File: src/rtl/scan_seq_pkg.sv
// Shared types and constants for the scan select sequencer.
// Optional continuous-scan behaviour is selected with SCAN_SEQ_CONTINUOUS_EN.
package scan_seq_pkg;

    localparam int unsigned NUM_CH = 4;
    localparam int unsigned SEL_W  = 2;

    localparam logic [1:0] S_IDLE  = 2'd0;
    localparam logic [1:0] S_SETUP = 2'd1;
    localparam logic [1:0] S_ON    = 2'd2;
    localparam logic [1:0] S_BLANK = 2'd3;

    typedef enum logic [1:0] {
        IDLE  = S_IDLE,
        SETUP = S_SETUP,
        ON    = S_ON,
        BLANK = S_BLANK
    } state_t;

    function automatic logic [SEL_W-1:0] lowest_ch(input logic [NUM_CH-1:0] mask);
        logic found;
        lowest_ch = '0;
        found     = 1'b0;
        for (int unsigned i = 0; i < NUM_CH; i++) begin
            if (mask[i] && !found) begin
                lowest_ch = SEL_W'(i);
                found     = 1'b1;
            end
        end
    endfunction

endpackage

File: src/rtl/scan_select_sequencer_next_ch.sv
// Combinational channel walker: next enabled channel above cur, first enabled
// channel, and whether cur is the highest enabled channel.
module scan_next_ch
    import scan_seq_pkg::*;
(
    input  logic [NUM_CH-1:0] mask,
    input  logic [SEL_W-1:0]  cur,
    output logic [SEL_W-1:0]  next_ch,
    output logic [SEL_W-1:0]  first_ch,
    output logic              is_last
);

    always_comb begin
        next_ch = cur;
        is_last = 1'b1;
        for (int unsigned i = 0; i < NUM_CH; i++) begin
            if (mask[i] && (SEL_W'(i) > cur) && is_last) begin
                next_ch = SEL_W'(i);
                is_last = 1'b0;
            end
        end
    end

    assign first_ch = lowest_ch(mask);

endmodule

File: src/rtl/scan_select_sequencer.sv
// Break-before-make select/enable sequencer feeding a 2-to-4 enable decoder.
// Define SCAN_SEQ_CONTINUOUS_EN to rescan frames until stop or an empty mask.
module scan_select_sequencer
    import scan_seq_pkg::*;
#(
    parameter int unsigned DWELL_W = 8
) (
    input  logic               clk,
    input  logic               rst_n,
    input  logic               start,
    input  logic               stop,
    input  logic [NUM_CH-1:0]  ch_mask,
    input  logic [DWELL_W-1:0] dwell,
    output logic [SEL_W-1:0]   a,
    output logic               e,
    output logic               busy,
    output logic               ch_done,
    output logic               frame_done
);

    state_t              state;
    logic [NUM_CH-1:0]   mask_q;
    logic [DWELL_W-1:0]  dwell_q;
    logic [DWELL_W-1:0]  cnt;
    logic [DWELL_W-1:0]  dwell_eff;
    logic [NUM_CH-1:0]   walk_mask;
    logic [SEL_W-1:0]    next_ch;
    logic [SEL_W-1:0]    first_ch;
    logic                is_last;

    assign dwell_eff = (dwell == '0) ? DWELL_W'(1) : dwell;

    // In IDLE the walker looks at the live mask so a is loaded on the start edge.
    assign walk_mask = (state == IDLE) ? ch_mask : mask_q;

    scan_next_ch u_next_ch (
        .mask     (walk_mask),
        .cur      (a),
        .next_ch  (next_ch),
        .first_ch (first_ch),
        .is_last  (is_last)
    );

    // a only moves on entry to SETUP and e only toggles around ON, so they never share an edge.
    always_ff @(posedge clk or negedge rst_n) begin
        if (!rst_n) begin
            state   <= IDLE;
            a       <= '0;
            e       <= 1'b0;
            cnt     <= '0;
            mask_q  <= '0;
            dwell_q <= '0;
        end else if (stop) begin
            state <= IDLE;
            e     <= 1'b0;
        end else begin
            case (state)
                IDLE: begin
                    if (start && (ch_mask != '0)) begin
                        mask_q  <= ch_mask;
                        dwell_q <= dwell_eff;
                        a       <= first_ch;
                        state   <= SETUP;
                    end
                end
                SETUP: begin
                    e     <= 1'b1;
                    cnt   <= dwell_q - DWELL_W'(1);
                    state <= ON;
                end
                ON: begin
                    if (cnt == '0) begin
                        e     <= 1'b0;
                        state <= BLANK;
                    end else begin
                        cnt <= cnt - DWELL_W'(1);
                    end
                end
                BLANK: begin
                    if (is_last) begin
`ifdef SCAN_SEQ_CONTINUOUS_EN
                        if (ch_mask != '0) begin
                            mask_q  <= ch_mask;
                            dwell_q <= dwell_eff;
                            a       <= lowest_ch(ch_mask);
                            state   <= SETUP;
                        end else begin
                            state <= IDLE;
                        end
`else
                        state <= IDLE;
`endif
                    end else begin
                        a     <= next_ch;
                        state <= SETUP;
                    end
                end
                default: state <= IDLE;
            endcase
        end
    end

    assign busy       = (state != IDLE);
    assign ch_done    = (state == ON) && (cnt == '0) && !stop;
    assign frame_done = (state == BLANK) && is_last && !stop;

endmodule
File: config.mk
export PLATFORM = sky130hd
export DESIGN_NAME = scan_select_sequencer
export DESIGN_NICKNAME = d
export VERILOG_FILES = /design/src/rtl/scan_seq_pkg.sv /design/src/rtl/scan_select_sequencer_next_ch.sv /design/src/rtl/scan_select_sequencer.sv
export SDC_FILE = /design/constraint.sdc
export NUM_CORES = 1
export LEC_CHECK = 0
export CORE_UTILIZATION = 35
export CTS_BUF_LIST = sky130_fd_sc_hd__clkbuf_8 sky130_fd_sc_hd__clkbuf_16
export CTS_CLUSTER_DIAMETER = 60
export DETAILED_ROUTE_END_ITERATION = 10
export GPL_TIMING_DRIVEN = 1
export PLACE_DENSITY = 0.59
export SLEW_MARGIN = 20
export SYNTH_ARGS = -nofsm -noshare
export SYNTH_HDL_FRONTEND = slang
export SYNTH_SLANG_ARGS = --single-unit
File: constraint.sdc
create_clock -name clk -period 2.44 [get_ports clk]
set_input_delay 0.488 -clock clk [delete_from_list [all_inputs] [get_ports clk]]
set_output_delay 0.488 -clock clk [all_outputs]
set_load 0.01 [all_outputs]
### Word level (Yosys, flattened, before mapping)

Index checks and enable logic that the tools add are counted.

| cells by class | value |
|---|---|
| add/sub/neg operators | 2 |
| bitwise logic cells | 1 |
| equality and inequality tests | 9 |
| magnitude comparators | 4 |
| reductions and logical operators | 32 |
| multiplexer cells | 29 |

Operator list:

| kind | count |
|---|---|
| $mux W2 | 11 |
| $logic_not A8 Y1 | 2 |
| $mux W8 | 2 |
| $pmux W8 S2 | 1 |
| $sub A8 B1 Y8 const B | 2 |
| $logic_and A1 B1 Y1 | 15 |
| $mux W1 | 11 |
| $pmux W2 S4 | 1 |
| $reduce_and A3 Y1 | 2 |
| $reduce_bool A2 Y1 | 3 |
| $ne A5 B1 Y1 const B | 1 |
| $reduce_and A5 Y1 | 1 |
| $eq A2 B2 Y1 const B | 2 |
| $gt A1 B2 Y1 const A | 2 |
| $gt A2 B2 Y1 const A | 2 |
| $logic_not A1 Y1 | 4 |
| $mux W4 | 1 |
| $ne A2 B2 Y1 const B | 2 |
| $pmux W2 S2 | 1 |
| $reduce_and A2 Y1 | 2 |
| $reduce_bool A4 Y1 | 1 |
| $ne A3 B2 Y1 const B | 1 |
| $ne A3 B3 Y1 const B | 1 |
| $reduce_bool A3 Y1 | 1 |
| other kinds (5) | 5 |

| storage, ports and cells | value |
|---|---|
| input bits | 16 |
| output and inout bits | 6 |
| register bits | 25 |

### Logic depth before layout (Yosys ltp)

| logic depth | value |
|---|---|
| word-level depth | 14 |
| depth in mapped cells | 10 |

### By module

Synthesis repeated with hierarchy kept, for this count alone.

| second synthesis, totals | value |
|---|---|
| cells, all modules | 165 |
| area total of the unflattened synthesis | 1649.1 um^2 |

By module, submodules not included:

| module | area an instance (um^2) | seq. area each (um^2) | instances | cells each |
|---|---|---|---|---|
| scan_select_sequencer | 1567.8 | 625.6 | 1 | 150 |
| scan_next_ch | 81.3 | 0.0 | 1 | 15 |

### Least setup slack after synthesis

Ideal clock, no wire load.

| path | value |
|---|---|
| path kind | register to register |
| start | register state[0] |
| end | register cnt[4] |
| arrival time | 2.252 ns |
| stages on the path, launching flop included | 11 |
| path slack | 0.058 ns |
| cells stage by stage | dfrtp_1 -> inv_1 -> ha_1 -> clkbuf_1 -> buf_1 -> mux2i_1 -> ha_1 -> o21ai_0 -> xnor2_1 -> a22oi_1 -> o21ai_0 |

| on the way | value |
|---|---|
| cells in the longest elaborated chain, start to end | 3 |

Ends and longest elaborated chain:

| item | RTL line | text |
|---|---|---|
| start: declaration | scan_select_sequencer.sv:21 | `state_t state;` |
| start signal: assignment | scan_select_sequencer.sv:47 | `state <= IDLE;` |
| start signal: assignment | scan_select_sequencer.sv:54 | `state <= IDLE;` |
| start signal: assignment | scan_select_sequencer.sv:63 | `state <= SETUP;` |
| $eq A2 B2 Y1 / $eq A2 B1 Y1 (equally long branches) | scan_select_sequencer.sv:57 | `case (state)` |
| $ne A2 B2 Y1 (no line) / $reduce_bool A2 Y1 (equally long branches) | n/a |  |
| $reduce_and A3 Y1 (no line) | n/a |  |
| end signal: assignment | scan_select_sequencer.sv:68 | `cnt <= dwell_q - DWELL_W'(1);` |
| end signal: assignment | scan_select_sequencer.sv:76 | `cnt <= cnt - DWELL_W'(1);` |
| end: declaration | scan_select_sequencer.sv:24 | `logic [DWELL_W-1:0] cnt;` |

Several ways; a longest one is shown, not always the timed one.
A chain may end at the register's enable or synchronous reset.

### Worst setup path after layout

| path | value |
|---|---|
| start | register state[1] |
| end | output frame_done |

| on the way | value |
|---|---|
| cells in the longest elaborated chain, start to end | 12 |

Ends and longest elaborated chain:

| item | RTL line | text |
|---|---|---|
| $logic_not A2 Y1 | scan_select_sequencer.sv:34 | `assign walk_mask = (state == IDLE) ? ch_mask : mask_q;` |
| $mux W4 | scan_select_sequencer.sv:34 |  |
| $logic_and A1 B1 Y1 | scan_select_sequencer_next_ch.sv:17 | `if (mask[i] && (SEL_W'(i) > cur) && is_last) begin` |
| $mux W1 | scan_select_sequencer_next_ch.sv:17 |  |
| $logic_and A1 B1 Y1 | scan_select_sequencer_next_ch.sv:17 |  |
| $mux W1 | scan_select_sequencer_next_ch.sv:17 |  |
| $logic_and A1 B1 Y1 | scan_select_sequencer_next_ch.sv:17 |  |
| $mux W1 | scan_select_sequencer_next_ch.sv:17 |  |
| $logic_and A1 B1 Y1 | scan_select_sequencer_next_ch.sv:17 |  |
| $mux W1 | scan_select_sequencer_next_ch.sv:17 |  |
| $logic_and A1 B1 Y1 (*) (2 in series) | scan_select_sequencer.sv:105 | `assign frame_done = (state == BLANK) && is_last && !stop;` |
| end: declaration | scan_select_sequencer.sv:18 | `output logic frame_done` |

Mark *: on every way between the ends. The rest lies on a longest branch, timed or not.

==> impl_metrics.json <==
{
  "gp_congestion": 0.856,
  "yosys.area.top_type": "dfrtp_1",
  "synthesis.area_um2": 1630,
  "max_cap_viol_count": 0,
  "finalHoldViolCount": 0,
  "slew_violations": 0,
  "critPathArrivalTime_ns": 1.89,
  "synthCells": 174,
  "root_buffer": "clkbuf_8",
  "hold_end": "mask_q[0]",
  "hpwlAfterDp_um": 3230,
  "clockPowerShare_pct": 10.0,
  "initial_core_util_pct": 36.9,
  "r2r-end": "cnt[5]",
  "dpl-instance-area_um2": 2100,
  "final_common_cell": "buf_4",
  "instances_no_fill": 274,
  "power_density_nw_per_um2": 1220,
  "synth_edf_count": 0,
  "timing.fmax_mhz": 421,
  "crit_path_start_kind": "register",
  "reg2reg_depth": 10,
  "synth_fp_nets": 196,
  "setup_ws_ns": 0.0645,
  "finalClockSkew_ns": 0.00764,
  "routedWlPerCell_um": 15.6,
  "place_ws_ns": -0.208,
  "post-route-min-period_ns": 2.38,
  "dp_cells": 270,
  "setup_viol": 0,
  "p_int_mw": 1.54,
  "leakagePower_nw": 0.897,
  "antenna_found_initial": 0,
  "n_fill_cell": 415,
  "portBuffers": 21,
  "power_switching_mw": 1.10,
  "rr_startpoint": "state[0]",
  "area_delta_synth_final_pct": 32.4,
  "synth_top_area_share_pct": 38.4,
  "viasPerCell": 5.61,
  "fp.dieH_um": 70.3,
  "ys_seq_area_share_pct": 38.4,
  "hold_start": "mask_q[0]",
  "ys_ff_latch": 25,
  "worstSetupEndpointType": "primary output",
  "grt_remaining_overflow": 0,
  "core.rowCount": 24,
  "swShare_pct": 41.6,
  "ant_nets": 0,
  "grt_max_degree": 26,
  "power_mw": 2.63,
  "worst_slew_pin_slew_ns": 0.460,
  "final_cell_mix": "buf_4 (28), dfrtp_1 (25), clkdlybuf4s50_1 (19), nor2_1 (15), mux2_2 (14)",
  "final.setup.tns_ns": 0,
  "cts.clk_slew.worst_paths_ns": 0.09,
  "cts_buffers": 3,
  "comb_power_share_pct": 59.5,
  "dieWidth_um": 70.3,
  "cts_tree": "yes",
  "fin_crit_sh_pct": 97.4,
  "firstDrtPassIters": 4,
  "num_vias": 1537,
  "async_flop_share_pct": 100,
  "yosysWarnings": 0,
  "final_cell_area_um2": 2160,
  "insertion_delay_ns": 0.28,
  "grt_first_pass_wirelength_um": 7330,
  "grt_pass1_vias": 1553,
  "synth_cell_types": 42,
  "rrSetupSlack_ns": 0.11,
  "detail_route.iter0.violations": 77,
  "drc_errors": 0,
  "status": "finished, final reports clean",
  "whs_path_depth": 1,
  "avgSynthCellArea_um2": 9.37,
  "layout-drive-gt1-share_pct": 26.1,
  "core_um2": 4410,
  "design.die.area_um2": 4940,
  "grtUsageTotal_pct": 18.4,
  "seq_power_share_pct": 30.4,
  "synthTopCellsByArea": "dfrtp_1 (38%), mux2_2 (9.7%), ha_1 (4.6%)",
  "rsz0062_at_grt": "yes",
  "crit_type": "register to primary output",
  "ctsLongestPathBuffers": 2,
  "h-tree-depth": 1,
  "cp.required_ns": 1.95,
  "ir_drop_uv": 471,
  "totalWireLength_um": 4280,
  "ys.flop_type": "dfrtp_1",
  "clock_sinks": 25,
  "hold_buffers": 0,
  "n_antenna_cell": 0,
  "final_nets": 245,
  "slew_headroom_pct": 69.3,
  "hold_path_class": "register to register",
  "ioPinCount": 22,
  "path_max_fanout": 5
}
## power groups by stage
stage | Sequential [mW] | Clock [mW] | Combinational [mW]
global route | 0.830 | 0.286 | 1.71
finish | 0.801 | 0.264 | 1.57
detailed placement | 0.808 | 0 | 1.53
CTS | 0.800 | 0.273 | 1.56
global placement | 0.794 | 0 | 1.46
floorplan | 0.810 | 0 | 0.923
## cell type report
type / count / area [um^2] / area share, %
clock buffer: 3 / 41.3 / 1.91
clock inverter: 1 / 7.51 / 0.348
inverter: 7 / 26.3 / 1.22
multi-input combinational: 137 / 976 / 45.2
sequential: 25 / 626 / 29.0
tap: 52 / 65.1 / 3.01
timing repair buffer: 49 / 417 / 19.3
## sequential cells by signal, summed over array words and instances, names as in the netlist
register  cells
a             2
e             1
dwell_q       8
state         2
cnt           8
mask_q        4
## cells by family after synthesis
group / after synthesis / synth area share, %
adders and majority gates: 6 / 4.60
muxes: 21 / 14.3
DFF: 25 / 38.4
AOI/OAI and AO/OA: 44 / 17.3
and+or+nand+nor: 62 / 20.5
xor gates and xnor gates: 4 / 2.15
buffers and inverters: 12 / 2.84
## how the worst max path moves through the flow
stage	start	end	slack [ns]	cells after the start
floorplan	state[0]	cnt[4]	0.06	10
CTS	state[0]	frame_done	0.007	7
detailed placement	ch_mask[3]	frame_done	-0.21	6
global placement	ch_mask[3]	frame_done	-0.18	6
global route	state[1]	frame_done	-0.03	7
finish	state[1]	frame_done	0.06	7
## repair_timing
item                       in CTS  in global routing
setup endpoints to repair       2                  4
buffers inserted                0                  0
gates resized for setup         7                  3
## metal layers
layer  global-route usage (%)  vias up  wire length, um  part of all wire [%]
met3                     2.02        5               97                   2.3
met2                     32.1       24             2200                    51
met4                     5.78        0               46                   1.1
li1                         -      740                -                     -
met1                     23.8      768             1930                    45
met5                        0        -                0                     0
## cell usage after synthesis (3+ instances only)
cell type	count
nor4_1	6
a21oi_1	12
or3_1	3
dfrtp_1	25
mux2i_1	6
mux2_2	14
ha_1	6
o21ai_0	11
nor3b_1	5
nor2_1	15
inv_1	7
nand2_1	11
a22oi_1	3
clkbuf_1	3
nor3_1	11
## worst max-delay path: stages (launching register included)
cell and delay (ns):
dfrtp_1 0.39, inv_1 0.11, ha_4 0.18, mux2i_1 0.23
o21ai_0 0.10, a21o_1 0.22, nor3b_2 0.15, clkdlybuf4s15_2 0.23
## metrics by stage
stage          util [%]  hold WS (ns)
2_1_floorplan         -         0.192
3_3_place_gp       47.5         0.493
3_5_place_dp       47.5         0.501
4_1_cts            48.9         0.522
5_1_grt            48.9         0.543
6_report           48.9         0.523
(Power assumes the default switching activity.)
